**config.mk**
```make
export PLATFORM = sky130hd
export DESIGN_NAME = tipi_serial_regfile_flat
export DESIGN_NICKNAME = d
export VERILOG_FILES = /design/src/rtl/tipi_serial_regfile_pkg.sv /design/src/rtl/tipi_serial_regfile_if.sv /design/src/rtl/tipi_shift_engine.sv /design/src/rtl/tipi_serial_regfile.sv /design/src/flat_wrapper.sv
export SDC_FILE = /design/constraint.sdc
export NUM_CORES = 1
export LEC_CHECK = 0
export CAP_MARGIN = 20
export CORE_ASPECT_RATIO = 1.5
export CORE_MARGIN = 3
export CORE_UTILIZATION = 50
export DETAILED_ROUTE_END_ITERATION = 8
export GPL_TIMING_DRIVEN = 1
export PLACE_DENSITY_LB_ADDON = 0.3
export SYNTH_ARGS = -nofsm -noshare
export SYNTH_HDL_FRONTEND = slang
export SYNTH_SLANG_ARGS = --single-unit
```
**constraint.sdc**
```tcl
create_clock -name r_clk -period 2.5 [get_ports r_clk]
set_input_delay 0.75 -clock r_clk [delete_from_list [all_inputs] [get_ports r_clk]]
set_output_delay 0.75 -clock r_clk [all_outputs]
set_load 0.01 [all_outputs]
```
**src/rtl/tipi_serial_regfile_pkg.sv**
```systemverilog
// tipi_serial_regfile_pkg
// Shared definitions for the TI<->RPi mailbox register file:
//   - register index constants for the classic four-register map
//   - default direction mask (TC/TD are TI-originated)
//   - serial transfer state encoding
//   - helper to look up a register's direction in a mask
package tipi_serial_regfile_pkg;

  localparam int TIPI_RC = 0;
  localparam int TIPI_RD = 1;
  localparam int TIPI_TC = 2;
  localparam int TIPI_TD = 3;

  // Bit i set: register i is written by the TI and read by the RPi.
  localparam logic [3:0] TIPI_TI_MASK_DEFAULT =
    4'((1 << TIPI_TC) | (1 << TIPI_TD));

  typedef enum logic {
    ST_IDLE  = 1'b0,
    ST_SHIFT = 1'b1
  } tipi_state_e;

  // Direction lookup; indices beyond the mask read as RPi-originated.
  function automatic logic mask_bit(input logic [31:0] mask,
                                    input int unsigned idx);
    logic [31:0] s;
    s = mask >> idx;
    return s[0];
  endfunction

endpackage

```
**src/rtl/tipi_serial_regfile_if.sv**
```systemverilog
// tipi_serial_regfile_if
// Bundles the RPi serial link and the TI parallel port.
//   master: drives r_sel/r_en/r_dout/r_le/r_err_clr and ti_we/ti_re/ti_idx/
//           ti_wdata; observes r_din/r_err/ti_rdata/ti_pending/dbg_state.
//   slave : the register file side (directions reversed).
// Handshake: there is no backpressure. r_en moves one bit per cycle it is
// high, r_le is a single-cycle end strobe, ti_we/ti_re are single-cycle
// pulses; every effect is visible on the cycle after the strobe.
interface tipi_serial_regfile_if #(
  parameter int WIDTH = 8,
  parameter int NREG  = 4,
  parameter int SELW  = 2
);
  logic [SELW-1:0]  r_sel;
  logic             r_en;
  logic             r_dout;
  logic             r_le;
  logic             r_din;
  logic             r_err_clr;
  logic             r_err;
  logic             ti_we;
  logic             ti_re;
  logic [SELW-1:0]  ti_idx;
  logic [WIDTH-1:0] ti_wdata;
  logic [WIDTH-1:0] ti_rdata;
  logic [NREG-1:0]  ti_pending;
  tipi_serial_regfile_pkg::tipi_state_e dbg_state;

  modport master (
    output r_sel, r_en, r_dout, r_le, r_err_clr,
    output ti_we, ti_re, ti_idx, ti_wdata,
    input  r_din, r_err, ti_rdata, ti_pending, dbg_state
  );

  modport slave (
    input  r_sel, r_en, r_dout, r_le, r_err_clr,
    input  ti_we, ti_re, ti_idx, ti_wdata,
    output r_din, r_err, ti_rdata, ti_pending, dbg_state
  );
endinterface

```
**src/rtl/tipi_shift_engine.sv**
```systemverilog
// tipi_shift_engine
// Serial side of the mailbox: shifter, bit counter, running parity,
// latched select, framing/overrun/abort error detection and sticky r_err.
// Ports:
//   clk, rst           clock, async active-high reset
//   r_sel_i .. r_err_clr_i  RPi serial link inputs
//   snap_i             current contents of register r_sel_i (loaded on the
//                      first bit of a TI-originated transfer)
//   r_din_o, r_err_o   serial return bit, sticky error
//   commit_o           r_le accepted with a full word this cycle
//   commit_sel_o       register being committed
//   commit_data_o      received word (meaningful for RPi-originated regs)
//   state_o            transfer state
module tipi_shift_engine
  import tipi_serial_regfile_pkg::*;
#(
  parameter int              WIDTH   = 8,
  parameter int              NREG    = 4,
  parameter int              SELW    = 2,
  parameter logic [NREG-1:0] TI_MASK = TIPI_TI_MASK_DEFAULT
) (
  input  logic             clk,
  input  logic             rst,
  input  logic [SELW-1:0]  r_sel_i,
  input  logic             r_en_i,
  input  logic             r_dout_i,
  input  logic             r_le_i,
  input  logic             r_err_clr_i,
  input  logic [WIDTH-1:0] snap_i,
  output logic             r_din_o,
  output logic             r_err_o,
  output logic             commit_o,
  output logic [SELW-1:0]  commit_sel_o,
  output logic [WIDTH-1:0] commit_data_o,
  output tipi_state_e      state_o
);
  localparam int CW = $clog2(WIDTH + 1);

  tipi_state_e      state_q, state_d;
  logic [CW-1:0]    cnt_q, cnt_d;
  logic [WIDTH-1:0] sh_q, sh_d;
  logic             par_q, par_d;
  logic [SELW-1:0]  sel_q, sel_d;
  logic             din_q, din_d;
  logic             err_q, err_d;

  logic             err_set;
  logic             full;
  logic [SELW-1:0]  act_sel;
  logic             act_ti;
  logic [WIDTH-1:0] src;

  always_ff @(posedge clk or posedge rst) begin
    if (rst) begin
      state_q <= ST_IDLE;
      cnt_q   <= '0;
      sh_q    <= '0;
      par_q   <= 1'b0;
      sel_q   <= '0;
      din_q   <= 1'b0;
      err_q   <= 1'b0;
    end else begin
      state_q <= state_d;
      cnt_q   <= cnt_d;
      sh_q    <= sh_d;
      par_q   <= par_d;
      sel_q   <= sel_d;
      din_q   <= din_d;
      err_q   <= err_d;
    end
  end

  always_comb begin
    state_d  = state_q;
    cnt_d    = cnt_q;
    sh_d     = sh_q;
    par_d    = par_q;
    sel_d    = sel_q;
    din_d    = din_q;
    err_set  = 1'b0;
    commit_o = 1'b0;

    full    = (state_q == ST_SHIFT) && (cnt_q == CW'(WIDTH));
    // In IDLE the incoming select decides the direction of the new transfer.
    act_sel = (state_q == ST_IDLE) ? r_sel_i : sel_q;
    act_ti  = mask_bit(32'(TI_MASK), 32'(act_sel));
    // TI-originated transfers start from a snapshot, later bits from the shifter.
    src     = (state_q == ST_IDLE) ? snap_i : sh_q;

    if ((state_q == ST_SHIFT) && (r_sel_i != sel_q)) begin
      // Selection moved mid-transfer: abort, even if r_le is also high.
      state_d = ST_IDLE;
      cnt_d   = '0;
      par_d   = 1'b0;
      err_set = 1'b1;
    end else if (r_le_i) begin
      if (full) commit_o = 1'b1;
      else      err_set  = 1'b1;
      state_d = ST_IDLE;
      cnt_d   = '0;
      par_d   = 1'b0;
    end else if (r_en_i) begin
      if (full) begin
        err_set = 1'b1;
      end else begin
        state_d = ST_SHIFT;
        sel_d   = act_sel;
        cnt_d   = cnt_q + 1'b1;
        if (act_ti) begin
          din_d = src[WIDTH-1];
          sh_d  = {src[WIDTH-2:0], 1'b0};
          par_d = par_q ^ src[WIDTH-1];
        end else begin
          sh_d  = {sh_q[WIDTH-2:0], r_dout_i};
          par_d = par_q ^ r_dout_i;
          din_d = par_q ^ r_dout_i;
        end
      end
    end

    // A new error outranks a clear in the same cycle.
    if (err_set)          err_d = 1'b1;
    else if (r_err_clr_i) err_d = 1'b0;
    else                  err_d = err_q;
  end

  assign r_din_o       = din_q;
  assign r_err_o       = err_q;
  assign commit_sel_o  = sel_q;
  assign commit_data_o = sh_q;
  assign state_o       = state_q;

endmodule

```
**src/rtl/tipi_serial_regfile.sv**
```systemverilog
// tipi_serial_regfile
// Mailbox register file between a TI (parallel port) and an RPi (serial
// link). Holds NREG registers of WIDTH bits with a fixed direction each,
// a pending flag per register, and the TI read data register.
// Ports:
//   r_clk  sole clock
//   r_rst  asynchronous active-high reset
//   bus    tipi_serial_regfile_if.slave (RPi serial link + TI port + state)
module tipi_serial_regfile
  import tipi_serial_regfile_pkg::*;
#(
  parameter int              WIDTH   = 8,
  parameter int              NREG    = 4,
  parameter int              SELW    = 2,
  parameter logic [NREG-1:0] TI_MASK = TIPI_TI_MASK_DEFAULT
) (
  input  logic r_clk,
  input  logic r_rst,
  tipi_serial_regfile_if.slave bus
);
  logic [WIDTH-1:0] regs_q [NREG];
  logic [WIDTH-1:0] regs_d [NREG];
  logic [NREG-1:0]  pend_q, pend_d;
  logic [WIDTH-1:0] rdata_q, rdata_d;

  logic [WIDTH-1:0] snap;
  logic             commit;
  logic [SELW-1:0]  commit_sel;
  logic [WIDTH-1:0] commit_data;

  tipi_shift_engine #(
    .WIDTH(WIDTH), .NREG(NREG), .SELW(SELW), .TI_MASK(TI_MASK)
  ) u_engine (
    .clk          (r_clk),
    .rst          (r_rst),
    .r_sel_i      (bus.r_sel),
    .r_en_i       (bus.r_en),
    .r_dout_i     (bus.r_dout),
    .r_le_i       (bus.r_le),
    .r_err_clr_i  (bus.r_err_clr),
    .snap_i       (snap),
    .r_din_o      (bus.r_din),
    .r_err_o      (bus.r_err),
    .commit_o     (commit),
    .commit_sel_o (commit_sel),
    .commit_data_o(commit_data),
    .state_o      (bus.dbg_state)
  );

  // Snapshot of the register the RPi is selecting; zero when out of range.
  always_comb begin
    snap = '0;
    for (int i = 0; i < NREG; i++)
      if (SELW'(i) == bus.r_sel) snap = regs_q[i];
  end

  always_ff @(posedge r_clk or posedge r_rst) begin
    if (r_rst) begin
      for (int i = 0; i < NREG; i++) regs_q[i] <= '0;
      pend_q  <= '0;
      rdata_q <= '0;
    end else begin
      for (int i = 0; i < NREG; i++) regs_q[i] <= regs_d[i];
      pend_q  <= pend_d;
      rdata_q <= rdata_d;
    end
  end

  // Clears are applied before sets so a set in the same cycle wins.
  always_comb begin
    for (int i = 0; i < NREG; i++) regs_d[i] = regs_q[i];
    pend_d  = pend_q;
    rdata_d = rdata_q;

    if (bus.ti_re) rdata_d = '0;

    for (int i = 0; i < NREG; i++) begin
      if (bus.ti_re && (SELW'(i) == bus.ti_idx)) begin
        rdata_d = regs_q[i];
        if (!TI_MASK[i]) pend_d[i] = 1'b0;
      end
      if (commit && (SELW'(i) == commit_sel) && TI_MASK[i])
        pend_d[i] = 1'b0;
    end

    for (int i = 0; i < NREG; i++) begin
      if (commit && (SELW'(i) == commit_sel) && !TI_MASK[i]) begin
        regs_d[i] = commit_data;
        pend_d[i] = 1'b1;
      end
      if (bus.ti_we && (SELW'(i) == bus.ti_idx) && TI_MASK[i]) begin
        regs_d[i] = bus.ti_wdata;
        pend_d[i] = 1'b1;
      end
    end
  end

  assign bus.ti_rdata   = rdata_q;
  assign bus.ti_pending = pend_q;

endmodule

```
**src/flat_wrapper.sv**
```systemverilog
// flat-port wrapper written by rule: the top's interface ports become plain ports
module tipi_serial_regfile_flat import tipi_serial_regfile_pkg::*;
#(
  parameter int              WIDTH   = 8,
  parameter int              NREG    = 4,
  parameter int              SELW    = 2,
  parameter logic [NREG-1:0] TI_MASK = TIPI_TI_MASK_DEFAULT
)
  (r_clk, r_rst, bus_r_sel, bus_r_en, bus_r_dout, bus_r_le, bus_r_err_clr, bus_ti_we, bus_ti_re, bus_ti_idx, bus_ti_wdata, bus_r_din, bus_r_err, bus_ti_rdata, bus_ti_pending, bus_dbg_state);
  tipi_serial_regfile_if #(.WIDTH(WIDTH), .NREG(NREG), .SELW(SELW)) bus_i ();
  input  logic r_clk;
  input  logic r_rst;
  input wire logic [$bits(bus_i.r_sel)-1:0] bus_r_sel;
  input wire logic [$bits(bus_i.r_en)-1:0] bus_r_en;
  input wire logic [$bits(bus_i.r_dout)-1:0] bus_r_dout;
  input wire logic [$bits(bus_i.r_le)-1:0] bus_r_le;
  input wire logic [$bits(bus_i.r_err_clr)-1:0] bus_r_err_clr;
  input wire logic [$bits(bus_i.ti_we)-1:0] bus_ti_we;
  input wire logic [$bits(bus_i.ti_re)-1:0] bus_ti_re;
  input wire logic [$bits(bus_i.ti_idx)-1:0] bus_ti_idx;
  input wire logic [$bits(bus_i.ti_wdata)-1:0] bus_ti_wdata;
  output wire logic [$bits(bus_i.r_din)-1:0] bus_r_din;
  output wire logic [$bits(bus_i.r_err)-1:0] bus_r_err;
  output wire logic [$bits(bus_i.ti_rdata)-1:0] bus_ti_rdata;
  output wire logic [$bits(bus_i.ti_pending)-1:0] bus_ti_pending;
  output wire logic [$bits(bus_i.dbg_state)-1:0] bus_dbg_state;
  assign bus_i.r_sel = bus_r_sel;
  assign bus_i.r_en = bus_r_en;
  assign bus_i.r_dout = bus_r_dout;
  assign bus_i.r_le = bus_r_le;
  assign bus_i.r_err_clr = bus_r_err_clr;
  assign bus_i.ti_we = bus_ti_we;
  assign bus_i.ti_re = bus_ti_re;
  assign bus_i.ti_idx = bus_ti_idx;
  assign bus_i.ti_wdata = bus_ti_wdata;
  assign bus_r_din = bus_i.r_din;
  assign bus_r_err = bus_i.r_err;
  assign bus_ti_rdata = bus_i.ti_rdata;
  assign bus_ti_pending = bus_i.ti_pending;
  assign bus_dbg_state = bus_i.dbg_state;
  tipi_serial_regfile #(.WIDTH(WIDTH), .NREG(NREG), .SELW(SELW), .TI_MASK(TI_MASK)) u_core (.r_clk(r_clk), .r_rst(r_rst), .bus(bus_i));
endmodule
```
==> results.txt, run 1 <==
The flow ran to the end, and the final reports show no timing, DRC or antenna violations. The worst clock skew came out at 8.52 ps. Once placement finished, the instance area stood at 0.00353 mm². The aggregate global routing overflow came out at 0. The source of the worst hold timing path is u_core.bus.ti_pending[1]. The chip height is 100 µm.

CTS built an H-tree with a depth of 3. The leakage power total is 1.69 nW. The slew of the pin with the lowest slew margin is 427 ps. The largest net degree at the start of global routing is 63. The required time of the worst setup path is 2720 ps. The total inserted antenna cells came out at 0.

The maximum fanout count along the critical path came out at 9. After technology mapping, the gate count stands at 214. The via-per-instance ratio came out at 5.59.

The die area came out at 0.00688 mm². The number of max-cap violations came out at 0. The detailed placement HPWL is 4230 µm. The detailed-routed wire length on met3 came out at 190 µm.

The horizontal extent of the die came out at 68.7 µm. The timing-limited maximum frequency is 436 MHz. The slowest stage of the critical path belongs to the cell sky130_fd_sc_hd__clkdlybuf4s50_1. The post-CTS clock slew at the launch and capture registers of the worst setup and hold paths is 70 ps. The share of synthesized area spent on multiplexers is 0.297. After detailed routing, no signal wire sits above met4. In the global route stage, overall resource usage came out at 0.201. Setup slack closes at 204 ps. Wires add up to 6060 µm. The headroom to the max-slew limit is 0.716. The count of endpoints failing hold in the final timing report came to 0. The total buffers and inverters traversed by the critical path is 2. During placement, the flow inserted port buffers numbering 34. The flip-flop and latch count after synthesis is 62. The starting utilization of the core area came out at 0.530. The core footprint is 0.00557 mm². The number of nets with antenna violations after detailed routing is 0. CTS saw 62 sinks.

The logic depth of the worst setup path including buffers came out at 6. The biggest cell delay along the critical path is 440 ps. The tightest min-delay check is of the reg2reg type. In the routed design, unresolved DRC markers number 0. The minimum hold slack is 491 ps. The netlist area before placement is 0.00295 mm².

The first detailed-routing pass ran for 4 iterations. The count of final max-slew check failures came out at 0. The share of synthesized cell area in and, or, nand and nor gates came out at 0.0911. TritonCTS built the clock tree.

The adder and majority cell fraction of the synthesized area is 0.00847. The average cell area after synthesis came out at 13.8 µm². The count of distinct cell types in the synthesized netlist came out at 33.

The met2 wire length is 3220 µm. The number of violations reported at the end of detailed-routing iteration 0 is 111. Of the total synthesized cell area, the portion taken by XOR and XNOR cells is 0.0178. The final route contains 1,940 vias. In the finished design, the share of the clock period the worst path needs comes to 0.918. At the end of the flow, the number of nets in the layout was 294. The critical path goes through clkdlybuf4s50_1 > xor2_1 > o21a_4 > nor4b_4 > buf_4 > mux2_2. Of the cells placed in the final design, the portion with a size suffix greater than 1 is 0.368. Measured in cells, the most critical reg-to-reg path has a length of 5. By area, the combinational part of the netlist is dominated by multiplexers. The design area is 0.00375 mm². STA classifies the critical path endpoint as a register. The overall power after layout came out at 2.82 mW. After layout, the minimum clock period comes to 2300 ps. The number of stages on the worst hold path is 1. The power density of the placed cells came out at 753 mW/mm².

The clock reaches the later pin of the worst-skew pair after 340 ps. Leaving out filler cells and counting taps, the final layout contains 347. The category of the worst setup path launch point is an input pin. The compound-gate portion of the synthesized area is 0.0356. The portion of the post-synthesis area used by sequential elements is 0.525. The number of clock buffers inserted by TritonCTS is 9. The number of top-level pins came out at 35.

The post-synthesis net count is 236. The via count of the first global-routing pass is 2,012. Among cell families on the critical path, the largest total delay comes from buffers and inverters. The global-route wire length before repair came out at 9860 µm.

The number of antenna violations at the first check in global routing is 0. The critical path launch point is bus_r_sel[1]. The wire length per cell came out at 17.5 µm. The Yosys warning count is 0. The maximum VDD drop came out at 0.438 mV. The routed length on met1 is 2500 µm. The setup path with the least slack is of type in2reg.

Setup repair after global routing left no endpoint under its margin. In this run the clock root is driven by a sky130_fd_sc_hd__clkbuf_8. The number of failing setup endpoints in the final timing report came out at 0. The number of buffers on the longest clock path is 2.

The number of placed cells counting well taps is 331. The row count came out at 33. The global placer's final weighted congestion came out at 0.752.

After filler insertion, the fill cell instance count of the layout stands at 411. The number of buffers added for setup after CTS came out at 0. The number of hold buffers added after cts is 0. From synthesis to final layout, the design area changed by 27.0%.

The launch instance of the worst register-to-register path is u_core.u_engine.commit_sel_o[1]. The arrival time at the worst endpoint came out at 2520 ps. The number of cells upsized or downsized after cts came out at 0. The setup slack at placement is -126 ps.
==> area by class of cell <==
class | instances | area, µm² | area share
tap | 70 | 87.6 | 0.0233
timing repair buffer | 55 | 536 | 0.143
sequential | 62 | 1550 | 0.414
inverter | 7 | 26.3 | 0.00700
multi-input combinational | 137 | 1330 | 0.354
clock inverter | 6 | 85.1 | 0.0227
clock buffer | 10 | 138 | 0.0367
==> registers in the layout, summed over array words and instances, names as in the netlist <==
register / count
u_core.bus.ti_rdata: 8
u_core.regs_q: 32
u_core.bus.ti_pending: 4
u_core.u_engine.state_o: 1
u_core.u_engine.commit_data_o: 8
u_core.u_engine.commit_sel_o: 2
u_core.u_engine.r_din_o: 1
u_core.u_engine.par_q: 1
u_core.u_engine.r_err_o: 1
u_core.u_engine.cnt_q: 4
==> layout by cell type, fill, tap and decap left out, types with 2 or more instances in the layout <==
cell,synthesis,final
sky130_fd_sc_hd__nand2_1,13,13
sky130_fd_sc_hd__clkbuf_8,0,10
sky130_fd_sc_hd__ha_1,2,2
sky130_fd_sc_hd__mux2i_1,11,11
sky130_fd_sc_hd__xor2_1,5,5
sky130_fd_sc_hd__nand2b_1,3,3
sky130_fd_sc_hd__nor2_1,8,8
sky130_fd_sc_hd__bufinv_16,0,2
sky130_fd_sc_hd__clkinv_2,0,2
sky130_fd_sc_hd__nand4_1,3,3
sky130_fd_sc_hd__clkinvlp_4,0,2
sky130_fd_sc_hd__buf_4,0,18
sky130_fd_sc_hd__clkdlybuf4s50_1,0,34
sky130_fd_sc_hd__nand3b_1,4,4
sky130_fd_sc_hd__buf_12,0,3
sky130_fd_sc_hd__a21o_1,2,2
sky130_fd_sc_hd__o21ai_0,8,8
sky130_fd_sc_hd__mux4_2,9,9
sky130_fd_sc_hd__a21oi_1,2,2
sky130_fd_sc_hd__dfrtp_1,62,62
sky130_fd_sc_hd__inv_1,7,6
sky130_fd_sc_hd__nand3_1,3,3
sky130_fd_sc_hd__mux2_2,50,50
sky130_fd_sc_hd__nor2b_1,2,2
==> metrics by stage <==
step / setup TNS, ps / util
floorplan: 0 / -
global placement: -989 / 0.633
detailed placement: -1800 / 0.633
CTS: 0 / 0.673
global route: 0 / 0.673
finish: 0 / 0.673
==> metal layers <==
layer | vias up | track usage
met5 | - | 0
met3 | 10 | 0.0381
met1 | 996 | 0.237
li1 | 892 | -
met4 | 0 | 0.107
met2 | 42 | 0.338
==> power breakdown <==
| group | switching, mW | internal (mW) | leakage, nW |
|---|---|---|---|
| registers | 0.152 | 1.16 | 0.789 |
| logic | 0.215 | 0.318 | 0.790 |
| clock network | 0.397 | 0.584 | 0.108 |
==> Yosys cell counts (all sizes together) <==
cell | n | area [µm²]
dfrtp | 62 | 1550
mux2 | 50 | 563
nand2 | 13 | 48.8
mux2i | 11 | 110
mux4 | 9 | 203
nor2 | 8 | 30.0
o21ai | 8 | 40.0
inv | 7 | 26.3
buf | 5 | 36.3
xor2 | 5 | 43.8
nand3b | 4 | 30.0
clkbuf | 3 | 11.3
nand2b | 3 | 18.8
nand3 | 3 | 15.0
nand4 | 3 | 18.8
a21o | 2 | 15.0
a21oi | 2 | 10.0
ha | 2 | 25.0
nor2b | 2 | 12.5
a211oi | 1 | 7.51
and4b | 1 | 10.0
nand4b | 1 | 8.76
nor3 | 1 | 16.3
nor4 | 1 | 21.3
nor4b | 1 | 23.8
o21a | 1 | 15.0
o221ai | 1 | 8.76
o41ai | 1 | 8.76
or3 | 1 | 6.26
or3b | 1 | 8.76
xnor2 | 1 | 8.76
==> final timing paths <==
path                                                    end  slack (ps)
setup / recovery                          u_core.regs_q[20]         200
hold / removal                     u_core.bus.ti_pending[1]         490
setup reg to reg                          u_core.regs_q[20]         470
hold reg to reg                    u_core.bus.ti_pending[1]         490
max in group asynchronous                 u_core.regs_q[20]        1450
min in group asynchronous  u_core.u_engine.commit_data_o[0]         790
==> logic make-up after synthesis <==
kind of cell,Yosys count
buffers and inverters,15
xor gates and xnor gates,6
and+or+nand+nor,43
DFF,62
muxes,70
AOI/OAI and AO/OA,16
adders and majority gates,2
Note: power is estimated with default switching activity, not from simulation.
==> run 2, diff against run 1 <==
- RECOVER_POWER: default -> 25
==> run 2 against run 1 <==
Effect of this change:
- sequential power about the same
- sequential share of layout area increased by 0.17 points
- non-clock buffer count unchanged
- core utilization decreased by 0.27 points
- sequential cell count unchanged
- clock power about the same
- wire length increased by 0.33%
- power decreased by 0.15%
- register-to-register slack about the same
- setup slack about the same
- cell count unchanged
- via count increased by 0.10%
- critical path type unchanged
- critical endpoint unchanged
- largest power group unchanged
==> results.txt, run 2 (synthesis gave the netlist of run 1 again) <==
The source of the worst hold timing path is u_core.bus.ti_pending[1] (unchanged). The maximum fanout count along the critical path came to 9 (unchanged). The count of endpoints failing hold in the final timing report came to 0 (unchanged). The number of stages on the worst hold path came out at 1 (unchanged). The chip height is 100 µm (unchanged). The number of nets with antenna violations after detailed routing is 0 (unchanged). The H-tree level count is 3 (unchanged).

The number of max-cap violations came to 0 (unchanged). The leakage power total is 1.68 nW (was 1.69 nW). The global placer's final weighted congestion came out at 0.752 (unchanged). The total inserted antenna cells is 0 (unchanged).

The row count was 33 (unchanged). The starting utilization of the core area came out at 0.530 (unchanged). The detailed placement HPWL is 4230 µm (unchanged). The design area is 0.00374 mm² (was 0.00375 mm²). The number of cell instances on the worst register-to-register path is 7 (was 5).

The worst clock skew came out at 8.52 ps (about the same). The total number of nets in the final design is 294 (unchanged). The worst min-delay path class is reg2reg (unchanged). The slew of the pin with the lowest slew margin came out at 1340 ps (was 427 ps). The number of clock buffers inserted by TritonCTS came out at 9 (unchanged). The final period demand of the worst path came to 2300 ps (about the same). The total number of clock tree sinks came out at 62 (unchanged). Unrepaired setup endpoints after global routing: no (unchanged). The TritonCTS clock tree is yes (unchanged). The worst-case register-to-register setup slack is 460 ps (was 470 ps). The number of flip-flops in the largest register was 32 (unchanged). The number of buffers on the longest clock path is 2 (unchanged). The detailed-routing iteration count for the pre-antenna-repair pass was 4 (unchanged). The type of element capturing the critical path is a register (unchanged).

The required time of the worst setup path was 2720 ps (about the same). The final worst-path cycle share came out at 0.918 (about the same). The via count of the first global-routing pass is 2,012 (unchanged). The number of buffer cells added on primary ports came out at 34 (unchanged). The post-CTS clock slew at the launch and capture registers of the worst setup and hold paths is 70 ps (about the same). The maximum VDD drop was 0.438 mV (about the same).

The number of placed cells counting well taps came out at 331 (unchanged). The global-route wire length before repair was 9860 µm (unchanged). The wire length per cell is 17.5 µm (about the same). Commonest cells after routing, fill and taps aside: sky130_fd_sc_hd__dfrtp_1, sky130_fd_sc_hd__mux2_2, sky130_fd_sc_hd__clkdlybuf4s50_1 (unchanged). The fraction of final layout cells sized beyond drive strength 1 came to 0.365 (was 0.368).

The final cell count without fillers came out at 347 (unchanged). The via-per-instance ratio is 5.60 (was 5.59). The horizontal extent of the die came out at 68.7 µm (unchanged). The number of hold buffers added after cts is 0 (unchanged).

The clock root buffer is sky130_fd_sc_hd__clkbuf_8 (unchanged). The leading cell type in the layout, fill and taps excluded is sky130_fd_sc_hd__dfrtp_1 (unchanged). The power density of the placed cells came out at 755 mW/mm² (was 753 mW/mm²). The number of vias in the routed layout is 1,942 (was 1,940).

The area after detailed placement is 0.00353 mm² (unchanged). The headroom to the max-slew limit came out at 0.106 (was 0.716). The number of buffers added for setup after CTS is 0 (unchanged).

The launch instance of the worst register-to-register path is u_core.u_engine.cnt_q[0] (was u_core.u_engine.commit_sel_o[1]). The number of failing setup endpoints in the final timing report is 0 (unchanged). The remaining routing DRC violations came to 0 (unchanged). The number of cells upsized or downsized after cts is 0 (unchanged). The core footprint is 0.00557 mm² (unchanged). The total area of sequential cells is 0.00155 mm² (unchanged). The number of antenna violations at the first check in global routing is 0 (unchanged). The largest net degree at the start of global routing is 63 (unchanged).

The sink of the worst hold path is u_core.bus.ti_pending[1] (unchanged). The global-route usage over all layers came out at 0.201 (unchanged). The aggregate global routing overflow was 0 (unchanged). The register with the most flip-flops was u_core.regs_q (unchanged). The relative area change from synthesis to final layout is 26.5% (was 27.0%). The area of combinational cells with multiple inputs came out at 0.00133 mm² (unchanged). The count of final max-slew check failures is 0 (unchanged). The clock network latency to the later pin of the worst-skew pair came out at 340 ps (about the same). The number of fillers in the final layout is 413 (was 411). Run status: completed (unchanged). The critical path start-end classification is in2reg (unchanged). The endpoint of the lowest-slack register-to-register path was u_core.regs_q[20] (unchanged). The timing-limited maximum frequency is 436 MHz (about the same).

The number of violations reported at the end of detailed-routing iteration 0 is 106 (was 111). The die area came to 0.00688 mm² (unchanged). The category of the worst setup path launch point was an input pin (unchanged). The number of top-level pins came out at 35 (unchanged). The arrival time at the worst endpoint is 2520 ps (about the same). The routed wire length was 6080 µm (was 6060 µm).
## run 2: through the flow
stage | hold WS, ps | TNS, ps | setup WS [ps] | util | total power, mW
after floorplan | 476 | 0 | 209 | - | 1.64
final | 491 | 0 | 205 | 0.670 | 2.82
after CTS | 502 | 0 | 215 | 0.673 | 2.85
after detailed placement | 486 | -1800 | -126 | 0.633 | 1.86
after global routing | 516 | 0 | 105 | 0.670 | 2.96
after global placement | 478 | -989 | -87.2 | 0.633 | 1.84
## run 2: layer usage
layer  vias to the layer above  share of wire  wire (µm)  GRT usage
met1                       993           0.41       2510      0.237
met2                        46           0.53       3220      0.338
met3                        10          0.034        206     0.0381
li1                        893              -          -          -
met5                         -              0          0          0
met4                         0          0.025        150      0.107
## run 2: power by group
part	leakage (nW)	switching [mW]	internal, mW
Combinational	0.782	0.215	0.315
Sequential	0.789	0.152	1.16
Clock	0.108	0.396	0.584
Total	1.68	0.763	2.06
## run 2: how the worst max path moves through the flow
| stage | start | to | slack (ps) | depth (start not counted) |
|---|---|---|---|---|
| 2_1_floorplan | r_rst | u_core.bus.ti_pending[0] | 210 | 1 |
| 3_3_place_gp | bus_r_sel[1] | u_core.regs_q[19] | -90 | 6 |
| 3_5_place_dp | bus_r_sel[0] | u_core.regs_q[22] | -130 | 6 |
| 4_1_cts | bus_r_sel[1] | u_core.regs_q[22] | 210 | 6 |
| 5_1_grt | r_rst | u_core.u_engine.par_q | 100 | 3 |
| 6_report | bus_r_sel[1] | u_core.regs_q[20] | 200 | 6 |
## run 2: critical path, cell delays in order
cell	delay [ps]
sky130_fd_sc_hd__clkdlybuf4s50_1	440
sky130_fd_sc_hd__xor2_1	200
sky130_fd_sc_hd__o21a_4	290
sky130_fd_sc_hd__nor4b_4	260
sky130_fd_sc_hd__buf_4	220
sky130_fd_sc_hd__mux2_2	340
## run 2: area by class of cell
type                    count  area share
repair buffers             55       0.139
clock buffers              10      0.0368
flip-flops and latches     62       0.415
well taps                  70      0.0234
clock inverters             6      0.0228
multi-input cells         137       0.355
inverters                   7     0.00703
